## src/rtl/recirc_sync_pkg.sv

```systemverilog
// Shared types and constants for the recirculation-mux synchronizer.
// Used by both the clk1 transmitter and the clk2 receiver.
package recirc_sync_pkg;

  localparam int SYNC_STAGES_DEF = 2;

  typedef enum logic [1:0] {
    IDLE    = 2'd0,
    REQ     = 2'd1,
    RELEASE = 2'd2
  } tx_state_t;

endpackage

```

## src/rtl/recirc_mux_tx_ctrl_bit_sync.sv

```systemverilog
// Single-bit multi-flop synchronizer, async active-high reset to 0.
// Reusable on either side of the crossing.
module bit_sync
  import recirc_sync_pkg::*;
#(
  parameter int STAGES = SYNC_STAGES_DEF
) (
  input  logic clk,
  input  logic rst,
  input  logic d,
  output logic q
);

  logic [STAGES-1:0] sr;

  always_ff @(posedge clk or posedge rst) begin
    if (rst) sr <= '0;
    else     sr <= {sr[STAGES-2:0], d};
  end

  assign q = sr[STAGES-1];

endmodule

```

## src/rtl/recirc_mux_tx_ctrl.sv

```systemverilog
// clk1-side transmitter: holds a word on the crossing and runs a
// 4-phase level handshake against the synchronized destination ack.
module recirc_mux_tx_ctrl
  import recirc_sync_pkg::*;
#(
  parameter int WIDTH       = 8,
  parameter int SYNC_STAGES = SYNC_STAGES_DEF,
  parameter int TIMEOUT     = 1024
) (
  input  logic             clk1,
  input  logic             rst_clk1,
  input  logic             src_valid,
  input  logic [WIDTH-1:0] src_data,
  output logic             src_ready,
  input  logic             ack_async,
  input  logic             err_clr,
  output logic             tx_en,
  output logic [WIDTH-1:0] tx_data,
  output logic             busy,
  output logic             timeout_err
);

  localparam int CW = (TIMEOUT > 0) ? $clog2(TIMEOUT + 1) : 1;
  localparam logic [CW-1:0] TO_MAX = CW'(TIMEOUT);

  tx_state_t       state, next;
  logic            ack_s;
  logic            accept;
  logic            to_hit;
  logic [CW-1:0]   cnt;

  bit_sync #(.STAGES(SYNC_STAGES)) u_ack_sync (
    .clk (clk1),
    .rst (rst_clk1),
    .d   (ack_async),
    .q   (ack_s)
  );

  // Never accept into a stale ack left over from a previous transfer
  assign src_ready = (state == IDLE) && !ack_s;
  assign accept    = src_valid && src_ready;
  assign busy      = (state != IDLE);

  always_comb begin
    next = state;
    unique case (state)
      IDLE:    if (accept) next = REQ;
      REQ:     if (ack_s)  next = RELEASE;
      RELEASE: if (!ack_s) next = IDLE;
      default: next = IDLE;
    endcase
  end

  always_ff @(posedge clk1 or posedge rst_clk1) begin
    if (rst_clk1) begin
      state   <= IDLE;
      tx_en   <= 1'b0;
      tx_data <= '0;
    end else begin
      state <= next;
      tx_en <= (next == REQ);
      if (accept) tx_data <= src_data;
    end
  end

  always_ff @(posedge clk1 or posedge rst_clk1) begin
    if (rst_clk1)           cnt <= '0;
    else if (next != state) cnt <= '0;
    else if (busy && cnt != TO_MAX)
      cnt <= cnt + 1'b1;
  end

  // Stays asserted while saturated, so a clear cannot beat a live set
  assign to_hit = (TIMEOUT != 0) && busy && (cnt == TO_MAX);

  always_ff @(posedge clk1 or posedge rst_clk1) begin
    if (rst_clk1)     timeout_err <= 1'b0;
    else if (to_hit)  timeout_err <= 1'b1;
    else if (err_clr) timeout_err <= 1'b0;
  end

endmodule
```

## config.mk

```make
export PLATFORM = sky130hd
export DESIGN_NAME = recirc_mux_tx_ctrl
export DESIGN_NICKNAME = d
export VERILOG_FILES = /design/src/rtl/recirc_sync_pkg.sv /design/src/rtl/recirc_mux_tx_ctrl_bit_sync.sv /design/src/rtl/recirc_mux_tx_ctrl.sv
export SDC_FILE = /design/constraint.sdc
export NUM_CORES = 1
export LEC_CHECK = 0
export CAP_MARGIN = 20
export CORE_MARGIN = 2
export CORE_UTILIZATION = 44
export DETAILED_ROUTE_END_ITERATION = 8
export PLACE_DENSITY = 0.83
export SYNTH_ARGS = -nofsm -noshare
export SYNTH_HDL_FRONTEND = slang
export SYNTH_SLANG_ARGS = --single-unit
export TNS_END_PERCENT = 30
```

## constraint.sdc

```tcl
create_clock -name clk1 -period 1.5 [get_ports clk1]
set_clock_uncertainty 0.15 [all_clocks]
set_input_delay 0.15 -clock clk1 [delete_from_list [all_inputs] [get_ports clk1]]
set_output_delay 0.15 -clock clk1 [all_outputs]
set_load 0.005 [all_outputs]
```

==> results.sh <==
export IMPL_grt_max_degree=26
export IMPL_power_density_nw_per_um2=1004
export IMPL_slew_headroom_pct=73.60
export IMPL_hold_class="in2async"
export IMPL_core_region_area_um2=2500
export IMPL_worst_slack_ns=-0.1013
export IMPL_critical_path_max_fanout=8
export IMPL_synth_xor_area_share_pct=7.511
export IMPL_drtIter0Drc=16
export IMPL_synth_fa_ha_area_share_pct=2.146
export IMPL_worst_path_stages=4
export IMPL_dr_pass1_iters=4
export IMPL_grt_usage_pct=19.18
export IMPL_synth_top_area_share_pct=53.65
export IMPL_hold_viol_final=0
export IMPL_io_pin_count=25
export IMPL_synth_area_leaders="dfrtp_1 54%, mux2_1 7.7%, nor2_1 5.5%, xnor2_1 5.3%, nor3_2 2.6%"
export IMPL_setup_tns_final_ns=-0.8004
export IMPL_layout_drive_gt1_share_pct=36.55
export IMPL_p_leak_uw=0.0008104
export IMPL_slew_viol_final=0
export IMPL_crit_type="reg2reg"
export IMPL_initial_utilization_pct=46.65
export IMPL_cap_violations=0
export IMPL_cts_made_buffers=3
export IMPL_viasPerCell=5.263
export IMPL_required_ns=1.56
export IMPL_async_reset_ff_share_pct=100.0
export IMPL_synth_seq_cells=25
export IMPL_dp_hpwl_mm=1.716
export IMPL_via_count=921
export IMPL_outcome="finished with violations"
export IMPL_yosysTopAreaCell="dfrtp_1"
export IMPL_antenna_left=0
export IMPL_final_area_um2=1717
export IMPL_clk_transition_reported_paths_ns=0.12
export IMPL_die_w_um=55.48
export IMPL_route_met3_wl_um=138
export IMPL_die_area_um2=3078
export IMPL_cts_hold_buf=0
export IMPL_clk_latency_ns=0.32
export IMPL_clockBufferDepth=2
export IMPL_post_route_period_util_pct=106.8
export IMPL_areaGrowthSynthToFinish_pct=47.21
export IMPL_max_vdd_ir_drop_mv=0.6173
export IMPL_rsz0062_at_grt="true"
export IMPL_cts_root_buffer="clkbuf_4"
export IMPL_highest_signal_layer="met4"
export IMPL_finalPower_uw=1723
export IMPL_max_freq_mhz=624.5
export IMPL_post_drt_wl_per_cell_um=15.72
export IMPL_cts_tree="yes"
export IMPL_rr_worst_depth=4
export IMPL_worst_pin_slew_ns=0.3936
export IMPL_dr_wl_met2_mm=1.354
export IMPL_rows=18
export IMPL_die_h_um=55.48
export IMPL_drc_errors=0
export IMPL_synth_simple_area_share_pct=16.95
export IMPL_synth_area_mux_share_pct=8.584
export IMPL_synth_top_family_by_area="simple AND/OR/NAND/NOR gates"
export IMPL_synth_seq_area_share_pct=53.65
export IMPL_cts_htree_levels=1
export IMPL_cp_slowest_cell="dfrtp_2"
export IMPL_instances_no_fill=175
export IMPL_arrival_ns=1.66
export IMPL_syn_nets=117
export IMPL_n_antenna_cell=0
export IMPL_ys_flop_type="dfrtp_1"
export IMPL_grt_pass1_vias=969
export IMPL_synthCells=102
export IMPL_synth_distinct_cells=26
export IMPL_place_gp_congestion=0.7139
export IMPL_cp_top_family="flip-flops"
export IMPL_cts_sinks=25
export IMPL_synth_compound_area_share_pct=6.223
export IMPL_syn_cell_area_um2=1166
export IMPL_post_place_ws_ns=-0.4173
export IMPL_port_buffers=24
export IMPL_cpPeakStageDelay_ns=0.46
export IMPL_grt_overflow=0
export IMPL_worstSetupEndpointType="register"
export IMPL_syn_area_per_cell_um2=11.43
export IMPL_drt_wl_total_mm=2.751
export IMPL_violations="negative setup slack"
export IMPL_period_minus_slack_ns=1.601
export IMPL_grt_pass1_wl_mm=4.436
export IMPL_wl_met1_mm=1.155
export IMPL_critPathBufInv=1
export IMPL_dp_cells=165
export IMPL_worstPathCellList="buf_6 -> nor3_4 -> and2_4 -> mux2_4"
export IMPL_antenna_found_initial=0
export IMPL_yosysWarnings=0
export IMPL_synth_edff_count=0
export IMPL_startpoint_type="register"
export IMPL_place_area_um2=1533
export IMPL_setup_viol=11
export IMPL_final_nets=161
[flip-flops by register name (all words and copies together), names as in the netlist]
signal / flops
cnt: 11
tx_data: 8
state: 2
u_ack_sync.sr: 2
timeout_err: 1
tx_en: 1
[power breakdown]
part	total, uW	switching (uW)	leakage (uW)	internal [uW]
Combinational	602	230	0.000478	373
Clock	287	183	0.0000150	104
Sequential	833	66.2	0.000317	767
Total	1720	479	0.000810	1240
[worst register-to-register path, stage by stage, from the launching register on]
cell and delay [ns]:
dfrtp_2 0.46, buf_6 0.13, nor3_4 0.17, and2_4 0.27, mux2_4 0.33
[cell usage after synthesis, drive strengths merged, types with 2 or more instances]
library cell	n
mux2	8
xnor2	7
dfrtp	25
nor2	17
and2	3
buf	4
ha	2
nand2	2
nor3	7
nand4	3
a21oi	2
inv	8
xor2	3
[path summary, 6_finish.rpt]
check / end / slack [ns] / start
min: cnt[4]$_DFFE_PP0P_ / 0.02 / rst_clk1
max in group asynchronous: state[1]$_DFF_PP0_ / 0.93 / rst_clk1
min in group clk1: u_ack_sync.sr[0]$_DFF_PP0_ / 0.11 / ack_async
max: tx_data[7]$_DFFE_PP0P_ / -0.10 / state[1]$_DFF_PP0_
max reg2reg: tx_data[7]$_DFFE_PP0P_ / -0.10 / state[1]$_DFF_PP0_
min reg2reg: u_ack_sync.sr[1]$_DFF_PP0_ / 0.21 / u_ack_sync.sr[0]$_DFF_PP0_
[through the flow]
step	utilization (%)	hold WS [ns]
after detailed placement	61.31	0.1879
after global routing	68.67	0.05318
final	68.67	0.01646
after global placement	61.31	0.1826
after CTS	65.67	0.01992
after floorplan	-	0.02732
[cell families after synthesis]
group | after synthesis
multiplexers | 9
adder cells (fa/ha/maj) | 2
AO/OA/AOI/OAI | 8
XOR/XNOR | 10
AND/OR/NAND/NOR | 36
flip-flops | 25
buffers and inverters | 12
[layout by cell type, fill, tap and decap left out, types with 3 or more instances in the layout]
cell / n
nor3_1: 3
clkbuf_4: 3
dlygate4sd2_1: 4
mux2_4: 8
xnor2_1: 7
nand4_1: 3
inv_1: 7
dfrtp_1: 21
dlymetal6s2s_1: 6
xor2_1: 3
clkdlybuf4s50_1: 12
buf_4: 16
dfrtp_2: 4
nor3_2: 3
nor2_1: 16
buf_6: 3
[repair_timing]
item                       CTS  global route
setup endpoints to repair   21            27
pin swaps                    7             4
gates resized for setup     35            15
buffers inserted             6             2
[area by class of cell]
cell class | instances | area (um2)
fill | 180 | 783.3
multi-input combinational | 65 | 598.1
timing repair buffer | 43 | 394.1
sequential | 25 | 630.6
tap | 30 | 37.54
inverter | 8 | 30.03
clock buffer | 4 | 26.28
[metal layers]
layer,vias up,track usage [%]
met4,0,12.54
met2,36,32.82
met5,-,0
met3,11,3.981
met1,444,21.41
li1,430,-
(Power assumes the default switching activity.)
